**config.mk**
```make
export PLATFORM = sky130hd
export DESIGN_NAME = action_encoder
export DESIGN_NICKNAME = d
export VERILOG_FILES = /design/src/rtl/action_pkg.sv /design/src/rtl/action_encoder_rr_pick.sv /design/src/rtl/action_encoder.sv
export SDC_FILE = /design/constraint.sdc
export NUM_CORES = 1
export LEC_CHECK = 0
export BUFFER_PORTS_ARGS = -buffer_cell sky130_fd_sc_hd__buf_4
export CORE_MARGIN = 5
export CORE_UTILIZATION = 30
export CTS_CLUSTER_DIAMETER = 80
export CTS_CLUSTER_SIZE = 30
export DETAILED_ROUTE_END_ITERATION = 8
export PLACE_DENSITY_LB_ADDON = 0.05
export SLEW_MARGIN = 20
export SYNTH_ARGS = -nofsm -noshare
export SYNTH_HDL_FRONTEND = slang
export SYNTH_SLANG_ARGS = --single-unit
export TNS_END_PERCENT = 100
```
**constraint.sdc**
```tcl
create_clock -name clk -period 15.15 [get_ports clk]
set_input_delay 4.545 -clock clk [delete_from_list [all_inputs] [get_ports clk]]
set_output_delay 4.545 -clock clk [all_outputs]
set_load 0.1 [all_outputs]
```
**src/rtl/action_pkg.sv**
```systemverilog
// Shared action-space constants for the action decoder and the action encoder.
package action_pkg;
  localparam int N_ACTIONS = 16;
  localparam int ACT_IDX_W = $clog2(N_ACTIONS);

  typedef logic [ACT_IDX_W-1:0] act_idx_t;
endpackage

```
**src/rtl/action_encoder_rr_pick.sv**
```systemverilog
// Round-robin picker: first set bit of req at or above ptr+1, wrapping modulo N.
module rr_pick #(
  parameter  int N     = 16,
  localparam int IDX_W = $clog2(N)
) (
  input  logic [N-1:0]     req,
  input  logic [IDX_W-1:0] ptr,
  output logic             found,
  output logic [IDX_W-1:0] idx
);

  logic [IDX_W:0]   shift;
  logic [2*N-1:0]   dbl;
  logic [N-1:0]     rot;
  logic [IDX_W-1:0] off;

  // Rotate so bit ptr+1 lands at position 0, then take the lowest set bit.
  always_comb begin
    shift = {1'b0, ptr} + 1'b1;
    dbl   = {req, req} >> shift;
    rot   = dbl[N-1:0];
    off   = '0;
    for (int i = N - 1; i >= 0; i--) begin
      if (rot[i]) off = IDX_W'(i);
    end
    found = |req;
    idx   = ptr + 1'b1 + off;
  end

endmodule

```
**src/rtl/action_encoder.sv**
```systemverilog
// Collects per-action event pulses as sticky pending bits and streams them out
// one action index at a time with round-robin fairness.
module action_encoder
  import action_pkg::*;
#(
  parameter  int N     = N_ACTIONS,
  localparam int IDX_W = $clog2(N)
) (
  input  logic             clk,
  input  logic             rst_n,
  input  logic [N-1:0]     in_req,
  output logic             out_valid,
  input  logic             out_ready,
  output logic [IDX_W-1:0] out_idx,
  output logic [IDX_W:0]   pend_cnt,
  output logic             ovf,
  input  logic             clr_ovf
);

  // Stream handshake: out_idx transfers on a rising edge where out_valid &&
  // out_ready; while out_valid && !out_ready, out_valid and out_idx hold.
  logic [N-1:0]     pending;
  logic [N-1:0]     cand;
  logic [N-1:0]     grant;
  logic [N-1:0]     pending_nxt;
  logic [IDX_W-1:0] ptr;
  logic [IDX_W-1:0] pick;
  logic [IDX_W:0]   cnt_nxt;
  logic             found;
  logic             load;
  logic             lost;

  rr_pick #(.N(N)) u_pick (
    .req   (cand),
    .ptr   (ptr),
    .found (found),
    .idx   (pick)
  );

  always_comb begin
    load  = !out_valid || out_ready;
    cand  = pending | in_req;
    grant = '0;
    if (load && found) grant[pick] = 1'b1;
    // A fresh event is consumed by its own grant; a repeat of a pending one is requeued.
    pending_nxt = (pending & ~grant) | (in_req & ~(grant & ~pending));
    lost        = |(in_req & pending & ~grant);
    cnt_nxt     = '0;
    for (int i = 0; i < N; i++) begin
      cnt_nxt = cnt_nxt + (IDX_W + 1)'(pending_nxt[i]);
    end
  end

  always_ff @(posedge clk or negedge rst_n) begin
    if (!rst_n) begin
      pending   <= '0;
      pend_cnt  <= '0;
      out_valid <= 1'b0;
      out_idx   <= '0;
      ptr       <= IDX_W'(N - 1);
      ovf       <= 1'b0;
    end else begin
      pending  <= pending_nxt;
      pend_cnt <= cnt_nxt;
      if (load) begin
        out_valid <= found;
        if (found) begin
          out_idx <= pick;
          ptr     <= pick;
        end
      end
      if (lost) ovf <= 1'b1;
      else if (clr_ovf) ovf <= 1'b0;
    end
  end

endmodule

```
==> results by group, run 1 <==
Run status
  – Status: finished clean

Layout
  – Design area: 3950 um^2
  – Layout cells sized above 1: 0.159
  – Fillers: 1213
  – Final nets: 491
  – N_diodes: 0
  – Layout area overhead: 12.7%
  – Fin cells: 596

Critical path
  – RR Startpoint: ptr[2]$_DFFE_PN1P_
  – Most frequent CP cell: fa_1
  – Critical path class: in2reg
  – Critical Path Max Stage Delay: 0.70 ns
  – Worst EP required: 15.38 ns
  – Maximum fanout along the worst path: 25
  – Crit. End Element: register
  – Critical Path Start: in_req[12]
  – Slowest cell on crit path: nor4_1
  – Startpoint Class: input port
  – Worst endpoint data arrival time: 12.33 ns

Yosys
  – Mean Syn Cell Area: 8.02 um^2
  – Synth cell types: 70
  – Fraction of registers with async set/reset: 1.00
  – Post-synth top flop: dfrtp_1
  – Net Count, Synth: 476
  – Synthesized cell area: 3500 um^2
  – Synth top area cells: dfrtp_1, fa_1, nand2_1
  – Seq/Total Area, Yosys: 0.223
  – Synth area leader: dfrtp_1
  – Most frequent cell after synthesis: nand2_1
  – Synth Warn #: 0
  – Top cell type's share of synthesized area: 0.193
  – Commonest cells post-synth: nand2_1, nor2_1, a21oi_1
  – #FFs+latches synth: 31
  – EDFF count, synth: 0
  – Mapped Cells: 437

STA
  – Fin worst setup slack: 3.05 ns
  – Pins Over Slew Limit: 0
  – RSZ-0062 raised after global routing: no
  – Highest clock rate: 82.6 MHz
  – Clock Skews: 0.00523 ns
  – Setup tns final: 0 ns
  – Final period util: 0.799
  – Slew @ Worst Pin: 1.07 ns
  – Final setup vio count: 0
  – Fin. Hold Viols: 0
  – Slew margin rel.: 0.281
  – Fin crit period: 12.10 ns

Clock network
  – CTS tree: done
  – Clk_lat worst skew: 0.28 ns
  – # Post-CTS Setup Buffers: 0
  – CTS sink cnt: 31
  – Buffer levels on the longest clock path: 2
  – Worst-path clk slew: 0.06 ns
  – Total CTS buffers: 5
  – H-tree levels: 2
  – CTS-repair resized insts: 0
  – CTS Hold Buffers Added: 0
  – CTS Root Cell: clkbuf_16

GRT
  – GRT overflow: 0
  – GRT Total Usage: 0.168
  – Largest net degree at the start of global routing: 52
  – Antenna violations before repair: 0
  – Vias in the first global route: 3404
  – First-pass GRT wire length: 18700 um

Floorplan
  – I/O pin count: 31
  – Die height: 118 um
  – Core area: 11400 um^2
  – Rows: 39
  – Die X: 118 um
  – Initial Util: 0.307
  – Die area: 13900 um^2

Route
  – Vias: 3384
  – Number of DRC markers in iteration 0: 260
  – Mean number of vias per cell: 5.68
  – DRC: 0
  – Wire per inst: 19.5 um
  – DR pass1 iterations: 5
  – Total wire length: 11600 um
  – Routed Antenna Nets: 0

Hold path
  – Hold crit path type: reg2reg
  – Worst hold start: out_idx[1]$_DFFE_PN0P_

Power
  – LEAKAGE: 1.52 nW
  – Final Power: 969 uW
  – Cell area power density: 245 nW/um^2
  – VDD IR max: 0.277 mV

Placed design
  – Port Buffers: 30
  – Area after DPL: 3780 um^2
  – Detailed Place HPWL: 9140 um
  – Final Wtd Congestion: 0.874
  – Placed Instances: 588
  – Post-Place Worst Slack: 2.71 ns

Job
  – Max_cap viols: 0
-- critical path: cells and delay by family --
| family | cells | cell delay, ns |
|---|---|---|
| AND/OR/NAND/NOR | 7 | 1.66 |
| buffers and inverters | 5 | 0.42 |
| AO/OA/AOI/OAI | 10 | 2.15 |
| XOR/XNOR | 2 | 0.89 |
| adder cells (fa/ha/maj) | 7 | 2.66 |
-- through the flow --
| stage | util | hold WS, ns |
|---|---|---|
| floorplan | - | 0.539 |
| detailed placement | 0.331 | 0.471 |
| CTS | 0.346 | 0.484 |
| global placement | 0.331 | 0.467 |
| finish | 0.346 | 0.483 |
| global route | 0.346 | 0.507 |
-- final timing paths --
kind | end | slack (ns) | cells past startpoint
setup / recovery | pend_cnt[4]$_DFF_PN0_ | 3.05 | 31
hold / removal | out_idx[1]$_DFFE_PN0P_ | 0.48 | 2
setup reg to reg | pend_cnt[4]$_DFF_PN0_ | 6.36 | 30
hold reg to reg | out_idx[1]$_DFFE_PN0P_ | 0.48 | 2
max in group asynchronous | ptr[3]$_DFFE_PN1P_ | 10.61 | 1
min in group asynchronous | pend_cnt[2]$_DFF_PN0_ | 4.20 | 1
-- state kept, by name, indices dropped and copies added (netlist names) --
signal	flops
out_idx	4
out_valid	1
ovf	1
pend_cnt	5
pending	16
ptr	4
-- report_power, final --
| group | total, mW | switching [mW] | internal (mW) |
|---|---|---|---|
| registers | 0.201 | 0.0772 | 0.124 |
| logic | 0.652 | 0.414 | 0.238 |
| clock network | 0.116 | 0.0387 | 0.0775 |
| total | 0.969 | 0.530 | 0.439 |
-- placed cells by master, fill, tap and decap left out, drive strengths merged, types with 10 or more instances in the layout --
cell   instances
a21oi         33
inv           32
buf           31
nor4b         10
nand3         10
fa            11
o21ai         30
nor4          15
mux2i         11
nor2          42
dfrtp         27
nand2         51
nor3          13
-- cell type report --
| cell class | instances | area [um^2] | share of cell area |
|---|---|---|---|
| Sequential cell | 31 | 781 | 0.198 |
| Inverter | 33 | 126 | 0.0320 |
| Tap cell | 143 | 179 | 0.0453 |
| Clock buffer | 5 | 125 | 0.0317 |
| Multi-Input combinational cell | 350 | 2460 | 0.623 |
| Timing Repair Buffer | 31 | 233 | 0.0589 |
| Clock inverter | 3 | 43.8 | 0.0111 |
-- logic make-up after synthesis --
group                      count (synthesis)  share of synthesized area
and+or+nand+nor                          180                      0.275
AOI/OAI and AO/OA                        115                      0.212
buffers and inverters                     56                     0.0746
DFF                                       31                      0.223
adders and majority gates                 25                      0.109
muxes                                     23                     0.0829
xor gates and xnor gates                   7                     0.0229
-- per-layer routing --
metal	track usage	up-vias	routed length (um)
met4	0.0552	0	237
met2	0.291	83	5850
li1	-	1633	-
met3	0.0168	14	325
met5	0	-	0
met1	0.216	1654	5230
Note: power is estimated with default switching activity, not from simulation.
==> run 2: changes to the inputs <==
Settings changed: ABC_AREA set to 1.
Clock period 15.15 ns to 12.2 ns, I/O delays scaled along.
==> results by group, run 2 <==
Run status
  – Status: finished clean (unchanged)

Yosys
  – Synth area leader: dfrtp_1 (unchanged)
  – Mean Syn Cell Area: 6.59 um^2 (was 8.02 um^2)
  – Seq/Total Area, Yosys: 0.242 (was 0.223)
  – Mux cell area share after synthesis: 0 (was 0.0829)
  – Post-synthesis simple-gate area fraction: 0.480 (was 0.275)
  – Mapped Cells: 489 (was 437)
  – EDFF count, synth: 0 (unchanged)
  – Synth Area in XOR/XNOR: 0.0109 (was 0.0229)
  – Synth Warn #: 0 (unchanged)
  – Synth cell types: 33 (was 70)
  – Compound-Gate Fraction of Synth Area: 0.0412 (was 0.213)
  – #FFs+latches synth: 31 (unchanged)
  – Synthesized cell area: 3220 um^2 (was 3500 um^2)
  – Largest family of logic cells by synthesized area: simple AND/OR/NAND/NOR gates (unchanged)
  – Most frequent cell after synthesis: nand2_1 (unchanged)
  – Commonest cells post-synth: nand2_1, nand3_1, inv_1 (was nand2_1, nor2_1, a21oi_1)
  – Top cell type's share of synthesized area: 0.210 (was 0.193)
  – Net Count, Synth: 528 (was 476)
  – Fraction of registers with async set/reset: 1.00 (unchanged)
  – Post-Synth Adder-Cell Area: 0.0995 (was 0.109)
  – Synth top area cells: dfrtp_1, nand2_1, nand3_1 (was dfrtp_1, fa_1, nand2_1)
  – Post-synth top flop: dfrtp_1 (unchanged)

Floorplan
  – Rows: 37 (was 39)
  – Die height: 114 um (was 118 um)
  – Die area: 12900 um^2 (was 13900 um^2)
  – Die X: 114 um (was 118 um)
  – I/O pin count: 31 (unchanged)
  – Initial Util: 0.309 (was 0.307)
  – Core area: 10400 um^2 (was 11400 um^2)

Critical path
  – Worst endpoint data arrival time: 10.67 ns (was 12.33 ns)
  – Worst EP required: 12.37 ns (was 15.38 ns)
  – Critical Path Max Stage Delay: 0.96 ns (was 0.70 ns)
  – Most frequent CP cell: nand2_1 (was fa_1)
  – Startpoint Class: input port (unchanged)
  – Family with the most delay on the worst path: adder cells (unchanged)
  – Buf+Inv Stages, Crit Path: 6 (was 5)
  – Slowest cell on crit path: nor3_1 (was nor4_1)
  – Maximum fanout along the worst path: 5 (was 25)
  – Critical path class: in2reg (unchanged)
  – Crit. End Element: register (unchanged)

Hold path
  – Hold crit path type: reg2reg (unchanged)

Layout
  – Layout area overhead: 11.3% (was 12.7%)
  – Registers with the most flip-flops: pending x16, pend_cnt x5 (unchanged)
  – Max reg flops: 16 (unchanged)
  – Most common cell after layout, fill and taps aside: nand2_1 (unchanged)
  – Most frequent cells in the layout: nand2_1, nand3_1, inv_1 (was nand2_1, nor2_1, a21oi_1, buf_4, inv_1)
  – Fin util: 0.344 (was 0.346)
  – Fillers: 1172 (was 1213)
  – Layout cells sized above 1: 0.166 (was 0.159)
  – Final nets: 551 (was 491)
  – Most flops, register: pending (unchanged)
  – N_diodes: 0 (unchanged)

STA
  – Setup tns final: 0 ns (unchanged)
  – Fin crit period: 10.50 ns
  – Final period util: 0.860
  – Final setup vio count: 0 (unchanged)
  – Slew margin rel.: 0.214 (was 0.281)
  – Fin. Hold Viols: 0 (unchanged)
  – Pins Over Slew Limit: 0 (unchanged)
  – Slew @ Worst Pin: 1.17 ns (was 1.07 ns)
  – Clock Skews: 0.00700 ns (was 0.00523 ns)
  – Highest clock rate: 95.3 MHz
  – RSZ-0062 raised after global routing: no (unchanged)

Clock network
  – H-tree levels: 2 (unchanged)
  – CTS Hold Buffers Added: 0 (unchanged)
  – CTS sink cnt: 31 (unchanged)
  – CTS Root Cell: clkbuf_8 (was clkbuf_16)
  – CTS-repair resized insts: 0 (unchanged)
  – Total CTS buffers: 5 (unchanged)
  – Clk_lat worst skew: 0.29 ns (was 0.28 ns)
  – Buffer levels on the longest clock path: 2 (unchanged)
  – CTS tree: done (unchanged)
  – # Post-CTS Setup Buffers: 0 (unchanged)
  – Worst-path clk slew: 0.07 ns (was 0.06 ns)

Placed design
  – Final Wtd Congestion: 0.813 (was 0.874)
  – Port Buffers: 30 (unchanged)
  – Detailed Place HPWL: 7760 um (was 9140 um)

GRT
  – Largest net degree at the start of global routing: 32 (was 52)
  – Antenna violations before repair: 0 (unchanged)
  – GRT overflow: 0 (unchanged)
  – GRT Total Usage: 0.159 (was 0.168)
  – Vias in the first global route: 2952 (was 3404)
  – First-pass GRT wire length: 16000 um (was 18700 um)

Route
  – Number of DRC markers in iteration 0: 270 (was 260)
  – DRC: 0 (unchanged)
  – Total wire length: 9710 um (was 11600 um)
  – Vias: 3077 (was 3384)
  – Wire per inst: 15.0 um (was 19.5 um)
  – DR pass1 iterations: 4 (was 5)
  – Routed Antenna Nets: 0 (unchanged)
  – Mean number of vias per cell: 4.74 (was 5.68)

Job
  – Max_cap viols: 0 (unchanged)
[run 2: cell count changes after synthesis, sizes merged, moves of 11 or more]
| cell | change |
|---|---|
| nand2 | +115 |
| nand3 | +96 |
| inv | +41 |
| a21oi | -28 |
| o21ai | -17 |
| nor4 | -13 |
| nor2 | -12 |
| mux2i | -11 |
[run 2: area by class of cell]
| cell class | instances | area [um^2] | area share |
|---|---|---|---|
| well taps | 136 | 170 | 0.0475 |
| clock buffers | 7 | 76.3 | 0.0213 |
| flip-flops and latches | 31 | 781 | 0.218 |
| repair buffers | 31 | 233 | 0.0649 |
| multi-input cells | 368 | 2030 | 0.567 |
| clock inverters | 1 | 5.00 | 0.00140 |
| inverters | 75 | 287 | 0.0799 |
[run 2: per-layer routing]
metal / GRT usage / part of all wire / vias up
met5: 0 / 0 / -
met4: 0.0417 / 0.0088 / 0
met3: 0.0260 / 0.038 / 6
met2: 0.235 / 0.43 / 47
met1: 0.238 / 0.53 / 1419
li1: - / - / 1605
[run 2: stage by stage]
stage | instance area (um^2) | cells | hold slack [ns] | setup WS, ns
final | 3590 | 649 | 0.482 | 1.70
after global routing | 3590 | 649 | 0.508 | 1.10
after CTS | 3590 | 649 | 0.489 | 1.73
after detailed placement | 3500 | 641 | 0.470 | 1.45
after global placement | 3500 | 641 | 0.471 | 1.48
after floorplan | 3220 | 489 | 0.574 | 2.75
[run 2: cells by family after synthesis]
| kind of cell | Yosys count |
|---|---|
| simple gates | 321 |
| buf+inv | 90 |
| flops | 31 |
| compound gates | 24 |
| fa+ha+maj | 19 |
| xor+xnor | 4 |
[run 2: worst paths after layout]
check | endpoint | start | slack (ns) | cells after the start
max | pend_cnt[2]$_DFF_PN0_ | in_req[6] | 1.70 | 41
min | out_idx[2]$_DFFE_PN0P_ | out_idx[2]$_DFFE_PN0P_ | 0.48 | 2
max reg2reg | pend_cnt[2]$_DFF_PN0_ | ptr[0]$_DFFE_PN1P_ | 4.51 | 39
min reg2reg | out_idx[2]$_DFFE_PN0P_ | out_idx[2]$_DFFE_PN0P_ | 0.48 | 2
max in group asynchronous | ptr[0]$_DFFE_PN1P_ | rst_n | 8.55 | 1
min in group asynchronous | out_idx[0]$_DFFE_PN0P_ | rst_n | 3.31 | 1
[run 2: worst register-to-register path: cells and delay by family (launching register included)]
kind	cells	cell delay, ns
adders and majority gates	8	3.21
and+or+nand+nor	22	2.55
buffers and inverters	6	0.59
xor gates and xnor gates	1	0.14
DFF	1	0.75
AOI/OAI and AO/OA	2	0.32
Power of run 2 is left out: the tool's default activity adds up to more than one toggle a clock period on the data nets, which glitch-free logic cannot reach.
==> run 3: changes to the inputs <==
Settings changed: CORE_ASPECT_RATIO set to 1.5, CTS_BUF_LIST set to sky130_fd_sc_hd__clkbuf_4 sky130_fd_sc_hd__clkbuf_8 sky130_fd_sc_hd__clkbuf_16, SYNTH_HIERARCHICAL set to 1.
==> results by group, run 3 <==
Clock network
  – CTS sink cnt: 31 (unchanged)
  – Total CTS buffers: 5 (unchanged)
  – Worst-path clk slew: 0.05 ns (was 0.07 ns)
  – H-tree levels: 2 (unchanged)
  – CTS Hold Buffers Added: 0 (unchanged)
  – Buffer levels on the longest clock path: 2 (unchanged)
  – CTS tree: done (unchanged)
  – # Post-CTS Setup Buffers: 0 (unchanged)
  – Clk_lat worst skew: 0.28 ns (was 0.29 ns)
  – CTS Root Cell: clkbuf_16 (was clkbuf_8)
  – CTS-repair resized insts: 0 (unchanged)

Yosys
  – #FFs+latches synth: 31 (unchanged)
  – Top cell type's share of synthesized area: 0.216 (was 0.210)
  – Synth top area cells: dfrtp_1, nand2_1, nand3_1 (unchanged)
  – Synth cell types: 39 (was 33)
  – Most frequent cell after synthesis: nand2_1 (unchanged)
  – Net Count, Synth: 515 (was 528)
  – Commonest cells post-synth: nand2_1, inv_1, nand3_1 (was nand2_1, nand3_1, inv_1)
  – Synth area leader: dfrtp_1 (unchanged)
  – Mean Syn Cell Area: 6.58 um^2 (was 6.59 um^2)
  – Synthesized cell area: 3130 um^2 (was 3220 um^2)
  – Fraction of registers with async set/reset: 1.00 (unchanged)
  – EDFF count, synth: 0 (unchanged)
  – Seq/Total Area, Yosys: 0.249 (was 0.242)
  – Mapped Cells: 476 (was 489)
  – Post-synth top flop: dfrtp_1 (unchanged)
  – Synth Warn #: 6 (was 0)

Critical path
  – Slowest cell on crit path: fa_1 (was nor3_1)
  – Reg2Reg Setup Slack: 4.94 ns (was 4.51 ns)
  – Critical path class: in2reg (unchanged)
  – Crit. End Element: register (unchanged)
  – Reg-to-reg critical path endpoint: pend_cnt[2]$_DFF_PN0_ (unchanged)
  – Reg2Reg Depth: 32 (was 39)
  – Critical Path End: pend_cnt[2]$_DFF_PN0_ (unchanged)
  – RR Startpoint: ptr[2]$_DFFE_PN1N_ (was ptr[0]$_DFFE_PN1P_)
  – Maximum fanout along the worst path: 5 (unchanged)
  – Startpoint Class: input port (unchanged)
  – Critical Path Start: in_req[2] (was in_req[6])
  – Worst EP required: 12.36 ns (was 12.37 ns)
  – Family with the most delay on the worst path: adder cells (unchanged)
  – Critical path depth: 35 (was 41)
  – Worst endpoint data arrival time: 10.27 ns (was 10.67 ns)
  – Most frequent CP cell: nand2_1 (unchanged)
  – Critical Path Max Stage Delay: 0.55 ns (was 0.96 ns)
  – Buf+Inv Stages, Crit Path: 6 (unchanged)

Layout
  – Registers with the most flip-flops: pending x16, pend_cnt x5 (unchanged)
  – Most flops, register: pending (unchanged)
  – Fin util: 0.352 (was 0.344)
  – Layout cells sized above 1: 0.174 (was 0.166)
  – Fin cells: 641 (was 649)
  – Most frequent cells in the layout: nand2_1, inv_1, nand3_1 (was nand2_1, nand3_1, inv_1)
  – N_diodes: 0 (unchanged)
  – Final nets: 538 (was 551)
  – Layout area overhead: 14.6% (was 11.3%)
  – Max reg flops: 16 (unchanged)
  – Most common cell after layout, fill and taps aside: nand2_1 (unchanged)

Floorplan
  – Rows: 45 (was 37)
  – Die height: 135 um (was 114 um)
  – I/O pin count: 31 (unchanged)
  – Die area: 12600 um^2 (was 12900 um^2)
  – Initial Util: 0.307 (was 0.309)
  – Core area: 10200 um^2 (was 10400 um^2)
  – Die X: 93.4 um (was 114 um)

STA
  – Highest clock rate: 99.0 MHz (was 95.3 MHz)
  – Fin crit period: 10.10 ns (was 10.50 ns)
  – RSZ-0062 raised after global routing: no (unchanged)
  – Clock Skews: 0.00708 ns (was 0.00700 ns)
  – Pins Over Slew Limit: 0 (unchanged)
  – Slew margin rel.: 0.582 (was 0.214)
  – Fin. Hold Viols: 0 (unchanged)
  – Fin worst setup slack: 2.10 ns (was 1.70 ns)
  – Final period util: 0.828 (was 0.860)
  – Final setup vio count: 0 (unchanged)
  – Slew @ Worst Pin: 0.626 ns (was 1.17 ns)
  – Setup tns final: 0 ns (unchanged)

Route
  – Mean number of vias per cell: 4.61 (was 4.74)
  – Number of DRC markers in iteration 0: 126 (was 270)
  – Wire per inst: 14.6 um (was 15.0 um)
  – DRC: 0 (unchanged)
  – Total wire length: 9340 um (was 9710 um)
  – Routed Antenna Nets: 0 (unchanged)
  – Vias: 2954 (was 3077)
  – DR pass1 iterations: 6 (was 4)

GRT
  – Vias in the first global route: 2938 (was 2952)
  – First-pass GRT wire length: 15000 um (was 16000 um)
  – Largest net degree at the start of global routing: 32 (unchanged)
  – Antenna violations before repair: 0 (unchanged)
  – GRT overflow: 0 (unchanged)
  – GRT Total Usage: 0.157 (was 0.159)

Placed design
  – Final Wtd Congestion: 0.830 (was 0.813)
  – Port Buffers: 30 (unchanged)
  – Post-Place Worst Slack: 1.76 ns (was 1.45 ns)
  – Detailed Place HPWL: 7860 um (was 7760 um)
  – Placed Instances: 633 (was 641)

Run status
  – Status: finished clean (unchanged)

Hold path
  – Hold crit path type: reg2reg (unchanged)

Job
  – Max_cap viols: 0 (unchanged)
[run 3: cell count changes in the layout (fill, tap and decap cells not counted), moves of 3 or more]
cell / previous run / this run
or2_2: 0 / 14
nor2_1: 24 / 30
nand3_1: 90 / 58
nor2_4: 3 / 0
clkbuf_16: 0 / 5
clkbuf_8: 5 / 0
o21ai_0: 12 / 20
o21ai_1: 1 / 7
nand4_1: 12 / 3
inv_1: 70 / 63
nand2_1: 148 / 165
nand3_2: 16 / 11
nand2_2: 16 / 6
[run 3: kinds of logic after synthesis]
family | count (synthesis) | share of synthesized area
AOI/OAI and AO/OA | 39 | 0.0719
DFF | 31 | 0.249
buffers and inverters | 82 | 0.121
and+or+nand+nor | 299 | 0.437
adders and majority gates | 20 | 0.106
xor gates and xnor gates | 5 | 0.0140
[run 3: how the worst min path moves through the flow]
stage / startpoint / to / slack [ns] / cells past startpoint
floorplan: ptr[0]$_DFFE_PN1N_ / ptr[0]$_DFFE_PN1N_ / 0.45 / 2
global placement: out_idx[1]$_DFFE_PN0N_ / out_idx[1]$_DFFE_PN0N_ / 0.47 / 2
detailed placement: out_idx[1]$_DFFE_PN0N_ / out_idx[1]$_DFFE_PN0N_ / 0.48 / 2
CTS: out_idx[1]$_DFFE_PN0N_ / out_idx[1]$_DFFE_PN0N_ / 0.49 / 2
global route: out_idx[3]$_DFFE_PN0N_ / out_idx[3]$_DFFE_PN0N_ / 0.51 / 2
finish: out_idx[3]$_DFFE_PN0N_ / out_idx[3]$_DFFE_PN0N_ / 0.48 / 2
[run 3: stage by stage]
stage / hold WS [ns] / instance area [um^2]
3_5_place_dp: 0.475 / 3420
3_3_place_gp: 0.471 / 3420
6_report: 0.484 / 3590
5_1_grt: 0.514 / 3590
2_1_floorplan: 0.454 / 3130
4_1_cts: 0.490 / 3590
[run 3: area by class of cell]
class,count,area [um^2]
flip-flops and latches,31,781
clock buffers,7,140
inverters,68,265
multi-input cells,363,1970
repair buffers,30,225
well taps,141,176
fillers,1138,6600
clock inverters,1,30.0
[run 3: metal layers]
layer  wire, um  global-route usage  up-vias
li1           -                   -     1534
met1       3580               0.168     1351
met2       5240               0.298       52
met3        221              0.0222       17
met4        302              0.0676        0
met5          0                   0        -
[run 3: worst min-delay path, stage by stage, from the launching register on]
cell	delay [ns]
dfrtp_1	0.34
nand2_1	0.06
nand2_1	0.05
Power of run 3 is left out for the same reason.
